### config.mk
export PLATFORM = sky130hd
export DESIGN_NAME = seq_divider
export DESIGN_NICKNAME = d
export VERILOG_FILES = /design/src/rtl/seq_div_pkg.sv /design/src/rtl/seq_divider_div_step.sv /design/src/rtl/seq_divider.sv
export SDC_FILE = /design/constraint.sdc
export NUM_CORES = 1
export LEC_CHECK = 0
export CORE_MARGIN = 8
export CORE_UTILIZATION = 45
export DETAILED_ROUTE_END_ITERATION = 10
export PLACE_DENSITY = 0.73
export SYNTH_ARGS = -nofsm -noshare
export SYNTH_HDL_FRONTEND = slang
export SYNTH_SLANG_ARGS = --single-unit
### constraint.sdc
create_clock -name Clock -period 5.2 [get_ports Clock]
set_clock_uncertainty 0.1 [all_clocks]
set_input_delay 0.78 -clock Clock [delete_from_list [all_inputs] [get_ports Clock]]
set_output_delay 0.78 -clock Clock [all_outputs]
set_load 0.05 [all_outputs]
### src/rtl/seq_div_pkg.sv
// Shared constants and helpers for the sequential restoring divider.
// Covers the FSM state encodings, the default operand width and the conditional two's-complement negate.
package seq_div_pkg;

    localparam logic [1:0] S_IDLE = 2'b01;
    localparam logic [1:0] S_ITER = 2'b10;
    localparam logic [1:0] S_FIX  = 2'b11;

    localparam int N_DEFAULT = 8;

    // Width-agnostic negate for operands up to 32 bits.
    // Callers zero-extend the operand and truncate the result back to their width.
    function automatic logic [31:0] cond_negate(input logic [31:0] v, input logic neg);
        return neg ? (~v + 32'd1) : v;
    endfunction

endpackage

### src/rtl/seq_divider_div_step.sv
// One radix-2 restoring step: shift {R,Q} left by one, trial-subtract the divisor.
// Commit the difference only when it does not borrow.
module div_step #(
    parameter int N = 8
) (
    input  logic [N:0]   rem_in,
    input  logic [N-1:0] quo_in,
    input  logic [N-1:0] dvs,
    output logic [N:0]   rem_out,
    output logic [N-1:0] quo_out
);

    logic [N+1:0] shifted;
    logic [N+1:0] trial;
    logic         fits;

    // One extra bit above R catches the borrow of the trial subtraction.
    always_comb begin
        shifted = {rem_in, quo_in[N-1]};
        trial   = shifted - {2'b00, dvs};
        fits    = ~trial[N+1];
        rem_out = fits ? trial[N:0] : shifted[N:0];
        quo_out = {quo_in[N-2:0], fits};
    end

endmodule

### src/rtl/seq_divider.sv
// Sequential radix-2 restoring divider: one quotient bit per clock, start/done handshake.
// Define SEQ_DIV_SIGNED_EN for two's-complement operands; otherwise operands are unsigned.
module seq_divider
    import seq_div_pkg::*;
#(
    parameter int N     = N_DEFAULT,
    parameter int CNT_W = 4
) (
    input  logic             Clock,
    input  logic             Reset,
    input  logic             start,
    input  logic [N-1:0]     dividend,
    input  logic [N-1:0]     divisor,
    output logic [N-1:0]     quotient,
    output logic [N-1:0]     remainder,
    output logic             done,
    output logic             busy,
    output logic             div_by_zero,
    output logic [1:0]       state,
    output logic [CNT_W-1:0] count
);

    logic [N:0]   rem_r;
    logic [N-1:0] quo_r;
    logic [N-1:0] dvs_mag;
    logic [N-1:0] dvd_orig;
    logic         dvs_zero;

    logic [N-1:0] mag_a;
    logic [N-1:0] mag_d;
    logic [N:0]   rem_nx;
    logic [N-1:0] quo_nx;
    logic [N-1:0] q_fix;
    logic [N-1:0] r_fix;

`ifdef SEQ_DIV_SIGNED_EN
    logic neg_q;
    logic neg_r;
`endif

    // Operand magnitudes; |-2^(N-1)| = 2^(N-1) still fits in N unsigned bits.
    always_comb begin
`ifdef SEQ_DIV_SIGNED_EN
        mag_a = N'(cond_negate(32'(dividend), dividend[N-1]));
        mag_d = N'(cond_negate(32'(divisor), divisor[N-1]));
`else
        mag_a = dividend;
        mag_d = divisor;
`endif
    end

    div_step #(.N(N)) u_step (
        .rem_in  (rem_r),
        .quo_in  (quo_r),
        .dvs     (dvs_mag),
        .rem_out (rem_nx),
        .quo_out (quo_nx)
    );

    // Result fix-up: quotient takes the XOR of signs, remainder the dividend's sign.
    always_comb begin
        q_fix = quo_r;
        r_fix = rem_r[N-1:0];
`ifdef SEQ_DIV_SIGNED_EN
        q_fix = N'(cond_negate(32'(quo_r), neg_q));
        r_fix = N'(cond_negate(32'(rem_r[N-1:0]), neg_r));
`endif
        if (dvs_zero) begin
            q_fix = '1;
            r_fix = dvd_orig;
        end
    end

    assign busy = (state == S_ITER) || (state == S_FIX);

    always_ff @(posedge Clock) begin
        if (Reset) begin
            state       <= S_IDLE;
            count       <= '0;
            done        <= 1'b0;
            div_by_zero <= 1'b0;
            quotient    <= '0;
            remainder   <= '0;
            rem_r       <= '0;
            quo_r       <= '0;
        end else begin
            case (state)
                S_IDLE: begin
                    if (start) begin
                        dvs_mag     <= mag_d;
                        dvd_orig    <= dividend;
                        dvs_zero    <= (divisor == '0);
`ifdef SEQ_DIV_SIGNED_EN
                        neg_q       <= dividend[N-1] ^ divisor[N-1];
                        neg_r       <= dividend[N-1];
`endif
                        count       <= '0;
                        done        <= 1'b0;
                        div_by_zero <= 1'b0;
                        rem_r       <= '0;
                        quo_r       <= mag_a;
                        state       <= S_ITER;
                    end
                end
                S_ITER: begin
                    rem_r <= rem_nx;
                    quo_r <= quo_nx;
                    count <= count + 1'b1;
                    if (count == CNT_W'(N - 1)) begin
                        state <= S_FIX;
                    end
                end
                S_FIX: begin
                    quotient    <= q_fix;
                    remainder   <= r_fix;
                    div_by_zero <= dvs_zero;
                    done        <= 1'b1;
                    state       <= S_IDLE;
                end
                default: begin
                    state <= S_IDLE;
                end
            endcase
        end
    end

endmodule

Yosys cells after proc, flatten, opt, wreduce, memory -nomap -nowiden --
Index checks and enable logic that the tools add are counted.
Storage, ports and cells: register bits 58, output and inout port bits 25, word-level logic and storage cells 44
Cells by class: $add $sub $neg 2, eq/ne operators 6, multiplexer cells 15, bitwise gates (word level) 2, reductions and logical operators 8
Operator list (count):
- 2-to-1 mux 8 bit | 3
- 2-to-1 mux 9 bit | 2
- one-hot mux 9 bit (2 select lines) | 1
- one-hot mux 8 bit (2 select lines) | 1
- subtractor 10 x 8 -> 10 bit | 1
- zero test 8 bit | 1
- one-hot mux 4 bit (2 select lines) | 1
- AND reduction 2 bit | 3
- adder 4 x 1 -> 4 bit, second input constant | 1
- == test 2 bit, second input constant | 2
- == test 4 x 3 -> 1 bit, second input constant | 1
- 2-to-1 mux 2 bit | 2
- 2-to-1 mux 4 bit | 1
- one-hot mux 1 bit (2 select lines) | 2
- one-hot mux 2 bit (2 select lines) | 1
- nonzero test 2 bit | 2
- AND reduction 3 bit | 1
- == test 2 x 1 -> 1 bit, second input constant | 1
- != test 2 x 1 -> 1 bit, second input constant | 1
- != test 2 bit, second input constant | 1
- inverter 1 bit | 2
- logical OR 1 bit | 1
- 2-to-1 mux 1 bit | 1

Longest topological paths before layout --
depth after elaboration 3, mapped depth 10, gate-level depth less buffers 9

Hierarchy --
A second synthesis with hierarchy kept.
Second synthesis, totals: cell total of the unflattened synthesis 290, area total of the unflattened synthesis 2971.6 um^2
By module, submodules not included:
- seq_divider | times used 1, cells each 215, area an instance 2383.5 um^2
- div_step | times used 1, cells each 75, area an instance 588.1 um^2

Least setup slack after synthesis --
OpenSTA, ideal clock, no wires.
path type reg-to-output, start reg state[1], end out busy, arrival 1871 ps, data required time 4320 ps, slack 2449 ps, stages on the path, launching flop included 5, path through dfxtp_1 -> ha_1 -> clkbuf_1 -> buf_1 -> or2_2
Between the ends: longest elaborated chain between the ends 2, elaborated cells between the ends (all ways) 3, those cells by class eq/ne: 2; reduce/logical: 1
RTL lines:
- start: declaration | RTL line seq_divider.sv:19 | output logic [1:0] state,
- start signal: assignment | RTL line seq_divider.sv:78 | state <= S_IDLE;
- start signal: assignment | RTL line seq_divider.sv:102 | state <= S_ITER;
- start signal: assignment | RTL line seq_divider.sv:110 | state <= S_FIX;
- == test 2 bit | RTL line seq_divider.sv:74 | assign busy = (state == S_ITER) || (state == S_FIX);
- logical OR 1 bit (*) | RTL line seq_divider.sv:74
- end: declaration | RTL line seq_divider.sv:17 | output logic busy,
Mark *: on every way between the ends. The rest lies on a longest branch, timed or not.

Worst setup path in the final report --
start reg state[0], end out busy
Same word-level chain as after synthesis.

==> results.cfg <==
[cts]
cts_setup_buffers = 0
cts_max_level = 3
ctsResizeCount = 0
holdBufCountCts = 0
worst_skew_pair.late_latency_ps = 330
cts_sink_count = 58
clock_tree.buffer_depth = 2
numCtsBuffers = 9
cts.reportedPaths.clkPinSlew_ps = 70
cts_root_buf = clkbuf_8
tritoncts = yes

[route]
routed_wire_length_per_instance_um = 15.50
vias = 2356
totalWireLength_um = 6540
detail-route-antenna-nets = 0
post-route-drc-count = 0
drt-initial-drc-count = 138
via_per_inst = 5.583
drt_pass1_iterations = 4

[critical_path]
critical_path.startpoint_type = flop
timing.setup.critical_path_class = flop to output pin
worst-r2r-cell-count = 7
worst_reg_to_reg_setup_slack_ps = 2720
critical_path.max_fanout = 16
r2r-start = state[0]$_SDFFE_PP1P_
cp-end-kind = output pin
worst_path_required_ps = 4320
cp_slowest_cell = clkdlybuf4s50_1
cell_class_contributing_the_biggest_share_of_worst_path_delay = buffers and inverters
critPathBufInv = 2
crit_cells = 4
timing.critical_path.slowest_cell_delay_ps = 800
path_cells = inv_1 > ha_1 > or2_2 > clkdlybuf4s50_1
worst_ep_arrival_time_ps = 2420
critical_path.startpoint = state[0]$_SDFFE_PP1P_
timing.rr.end = rem_r[8]$_SDFFE_PP0P_
crit_path_end = busy

[logic_synthesis]
post_synth_main_area_contributors = dfxtp_1 29%, edfxtp_1 18%, mux2i_1 7.3%
synth-edff-count = 17
synth.yosys.warnings = 0
synth_fp_nets = 334
netlist_instances = 301
synth_sequential_area_ratio_pct = 46.28
mappedNetlistArea_um2 = 2877
ys_flop_type = dfxtp_1
synth-seq-cells = 58
synthTopCellsByCount = 50 x nor2_1, 41 x dfxtp_1, 26 x a211oi_1, 21 x mux2i_1, 17 x edfxtp_1
synthDominantCellAreaShare_pct = 28.53
mean_post_synth_cell_area_um2 = 9.557
yosys.cell_types.count = 46
yosysTopAreaCell = dfxtp_1
yosysMostFrequentCell = nor2_1
async_reset_ff_share_pct = 0

[floorplan]
ioPinCount = 44
core_area_um2 = 6277
initial_utilization_pct = 45.82
die_h_um = 95.95
x_dimension_of_the_die_um = 95.95
core_rows = 29
total_die_area_um2 = 9206

[final_layout]
fillerInstances = 549
antenna_diode_count = 0
fraction_of_final_layout_cells_with_drive_strength_greater_than_1_pct = 7.246
final_util_pct = 56.79
area_growth_syn_to_layout_pct = 23.92
layout.nets = 373

[global_routing]
grtUsageTotal_pct = 15.00
grt.overflow.total = 0
grt_first_pass_wirelength_um = 10680
grt_pass1_vias = 2291
grt_antenna_before_repair = 0
grt_max_degree = 36

[placed_design]
buffer_ports.inserted = 43
gpl.final_weighted_congestion = 0.8379
dp_hpwl_um = 4658
detailedPlace.worstSlack_ps = 2246

[sta]
slew_headroom_pct = 46.97
hold_violations = 0
measured_slew_at_the_worst_slew_check_pin_ps = 795.4
timing.fmax_mhz = 303.1
final_max_slew_viol_count = 0
setup_tns_ps = 0
postLayoutSetupSlackWorst_ps = 1901
period_minus_slack_ps = 3299
setup_viol_count_final = 0
rsz0062_at_grt = no
final_period_utilization_pct = 63.44

[flow_run]
timing.max_cap.violations = 0

[power_and_ir_drop]
vdd.ir_drop.worst_mv = 0.4726
cellPowerDensity_nw_per_um2 = 526.3
power.static_leakage_nw = 1.314
total_power_mw = 1.876

[worst_hold_path]
hold_class = flop to flop

[run_status]
run_status = finished clean
[worst min-delay path by stage]
stage | start | end | slack, ps | cells after the start
finish | quotient[1]$_SDFFE_PP0P_ | quotient[1]$_SDFFE_PP0P_ | 390 | 2
global route | remainder[1]$_SDFFE_PP0P_ | remainder[1]$_SDFFE_PP0P_ | 410 | 2
CTS | remainder[1]$_SDFFE_PP0P_ | remainder[1]$_SDFFE_PP0P_ | 390 | 2
detailed placement | remainder[1]$_SDFFE_PP0P_ | remainder[1]$_SDFFE_PP0P_ | 380 | 2
global placement | quotient[3]$_SDFFE_PP0P_ | quotient[3]$_SDFFE_PP0P_ | 380 | 2
floorplan | rem_r[4]$_SDFFE_PP0P_ | rem_r[4]$_SDFFE_PP0P_ | 370 | 2
[routing by layer]
metal	GRT usage [%]	up-vias	wire length (µm)
li1	-	1177	-
met1	17.76	1103	2905
met2	23.71	63	3039
met3	3.510	13	422
met4	10.24	0	173
met5	0	-	0
[kinds of logic (layout without fill, tap and decap cells)]
group,Yosys count,count (layout),synth area share [%]
AO/OA/AOI/OAI,73,73,18.23
flip-flops,58,58,46.28
adder cells (fa/ha/maj),14,14,6.351
AND/OR/NAND/NOR,98,98,15.40
XOR/XNOR,5,5,2.175
multiplexers,21,21,7.307
buffers and inverters,32,76,4.262
[tightest hold or removal path, cell delays in order (launching register included)]
cell	delay (ps)
dfxtp_1	310
nor2_1	80
a211oi_1	50
[where the power goes]
group	leakage, nW	switching, mW	internal [mW]
clock	0.106	0.181	0.243
combinational	0.715	0.524	0.272
sequential	0.493	0.0765	0.580
total	1.31	0.781	1.09
[area by class of cell]
cell class / instances / area, µm² / area share [%]
well taps: 77 / 96.34 / 2.703
clock inverters: 3 / 17.52 / 0.4914
multi-input cells: 211 / 1423 / 39.91
clock buffers: 13 / 191.4 / 5.370
repair buffers: 46 / 452.9 / 12.71
inverters: 14 / 52.55 / 1.474
flip-flops and latches: 58 / 1331 / 37.35
[cell usage in the layout, fill, tap and decap left out, types with 2 or more instances in the layout]
cell type | netlist | final
ha_1 | 13 | 13
nor3_1 | 10 | 10
clkbuf_16 | 0 | 2
a21oi_1 | 10 | 10
a211oi_1 | 26 | 26
clkbuf_8 | 0 | 10
o22ai_1 | 2 | 2
a31oi_1 | 3 | 3
clkinv_2 | 0 | 2
inv_1 | 14 | 14
or2_2 | 2 | 2
or4_1 | 2 | 2
nand2b_1 | 4 | 4
nand3_1 | 6 | 6
edfxtp_1 | 17 | 17
and3_1 | 4 | 4
and2_1 | 2 | 2
o21ai_1 | 2 | 2
a22oi_1 | 3 | 3
nor4_1 | 2 | 2
clkdlybuf4s50_1 | 0 | 43
xnor2_1 | 4 | 4
o211ai_1 | 2 | 2
o21ai_0 | 9 | 9
nor2_1 | 50 | 50
o211ai_2 | 2 | 2
buf_4 | 0 | 3
nand2_1 | 13 | 13
mux2i_1 | 21 | 21
o21a_1 | 2 | 2
dfxtp_1 | 41 | 41
[flip-flops by register name, summed over array words and instances, names as in the netlist]
signal,count
state,2
done,1
quotient,8
count,4
dvs_zero,1
dvs_mag,8
div_by_zero,1
rem_r,9
quo_r,8
remainder,8
dvd_orig,8
[per-stage QoR]
step | instance area (µm²) | instances | hold slack (ps)
after floorplan | 2877 | 301 | 369.2
after global placement | 3356 | 406 | 380.5
after detailed placement | 3356 | 406 | 380.7
after CTS | 3565 | 422 | 389.0
after global routing | 3565 | 422 | 409.0
final | 3565 | 422 | 390.3
No activity file was read; power rests on OpenSTA's default activity.
==> RTL edit, RTL diff (same settings) <==
Set the package constant `N_DEFAULT` to 4 (it was 8).
--- a/src/rtl/seq_div_pkg.sv
+++ b/src/rtl/seq_div_pkg.sv
@@ -6,7 +6,7 @@
     localparam logic [1:0] S_ITER = 2'b10;
     localparam logic [1:0] S_FIX  = 2'b11;
 
-    localparam int N_DEFAULT = 8;
+    localparam int N_DEFAULT = 4;
 
     // Width-agnostic negate for operands up to 32 bits.
     // Callers zero-extend the operand and truncate the result back to their width.
Interface: changed (resized dividend, divisor, quotient and remainder); port bits go from 44 to 28. The function was not compared with the original's and may differ.
==> RTL edit against the unedited design <==
Wire length down 43%; clock power decreased by 45%; via count is 44% lower; sequential cell count is 24 lower; sequential power fell by 43%; final cell count down 42%; final area down 43%; largest power group unchanged; hold slack improved by 1.0 ps; power is 43% lower; sequential share of layout area rose by 0.33 points; critical path depth is 1 lower; area after synthesis fell by 42%; synthesized cell count down 44%; highest routed layer unchanged; setup slack improved by 100 ps.
==> RTL edit: results (changes against the unedited design) <==
* Result of the run: finished clean
* Multiplexer share of the synthesized area at 7.33% (+0.024 points)
* Highest attainable clock frequency at 0.313 GHz (+3.1%)
* Number of distinct library cells after synthesis at 43 (-6.5%)
* First-pass GRT wire length at 6270 microns (-41%)
* Total net switching power at 440 uW (-44%)
* Setup slack at placement at 2310 ps (+62.6 ps)
* DP HPWL at 2770 microns (-41%)
* Post-synthesis xor/xnor area fraction at 0.529% (-1.6 points)
* GPL Wtd Cong at 0.823 (-1.8%)
* Final layout net count at 215 (-42%)
* Clock tree root driver cell: sky130_fd_sc_hd__clkbuf_8
* Data arrival time of the critical path at 2320 ps (-100 ps)
* P_leak at 0.000798 uW (-39%)
* Worst skew pair latency at 290 ps (-40 ps)
* Fraction of final layout cells with drive strength greater than 1 at 6.67% (-0.58 points)
* Htree depth at 2 (-1)
* Arithmetic-cell share of the synthesized area counting full adders, half adders and majority gates at 8.01% (+1.7 points)
* Number of buffers created by CTS at 5 (-4)
* Synth top cells by count: 31 x sky130_fd_sc_hd__nor2_1, 25 x sky130_fd_sc_hd__dfxtp_1, 12 x sky130_fd_sc_hd__a211oi_1
* Worst flop-to-flop path endpoint: rem_r[4]
* Total vias in the final route at 1326 (-44%)
* Startpoint of the worst-slack reg-to-reg timing path: state[1]
* Area fraction in compound gates after synthesis at 18.7% (+0.52 points)
* Flip-flop count of the largest register, all copies and words added at 5 (-4)
* Standard cell area after detailed placement at 1940 sq um (-42%)
* IO Port Bufs at 27 (-37%)
* # placed instances at 235 (-42%)
* Routed WL per cell at 15.3 microns (-1.1%)
* Via count of the first global-routing pass at 1394 (-39%)
* Worst supply voltage drop on vdd at 0.000413 V (-13%)
* Cells after synthesis at 170 (-44%)
* Count of yosys warnings during synthesis at 0 (unchanged)
* Overall global routing resource usage at 13.1% (-1.9 points)
* Iteration-0 DRC count of the detailed router at 87 (-37%)
* Final wirelength at 3720 microns (-43%)
==> RTL edit: cell count changes after synthesis, sizes merged, moves of 6 or more <==
cell	change
mux2i	-10
edfxtp	-8
nor2	-20
nor3	-9
clkbuf	-8
dfxtp	-16
a211oi	-15
nand2	-6
==> RTL edit: tightest hold or removal path, cell delays in order (launching register included) <==
cell and delay [ps]:
sky130_fd_sc_hd__dfxtp_1 310, sky130_fd_sc_hd__nor2_1 80, sky130_fd_sc_hd__a211oi_1 50
==> RTL edit: layout make-up <==
type                       count  area (sq um)
multi-input combinational    116           798
sequential                    34           771
clock inverter                 3          40.0
fill                         319          1560
tap                           48          60.1
timing repair buffer          27           270
clock buffer                   5          68.8
inverter                      10          37.5
==> RTL edit: power groups by stage <==
stage / sequential (uW) / combinational [uW] / clock (uW)
2_1_floorplan: 488 / 228 / 0
3_3_place_gp: 380 / 454 / 0
3_5_place_dp: 383 / 466 / 0
4_1_cts: 378 / 470 / 239
5_1_grt: 385 / 506 / 252
6_report: 376 / 467 / 235
==> RTL edit: worst min-delay path by stage <==
stage / start / end / slack, ps / cells after the start
after floorplan: rem_r[1] / rem_r[1] / 360 / 2
after global placement: quotient[2] / quotient[2] / 380 / 2
after detailed placement: quotient[3] / quotient[3] / 380 / 2
after CTS: quotient[3] / quotient[3] / 390 / 2
after global routing: remainder[0] / remainder[0] / 410 / 2
final: quotient[2] / quotient[2] / 390 / 2
==> RTL edit: layer usage <==
metal  global-route usage (%)  routed length (microns)  part of all wire, %  vias up
met5                        0                        0                    0        -
met4                     7.50                       97                  2.6        0
met3                     5.83                      244                  6.6       10
met2                     22.5                     1870                   50       41
met1                     12.7                     1510                   41      616
li1                         -                        -                    -      659
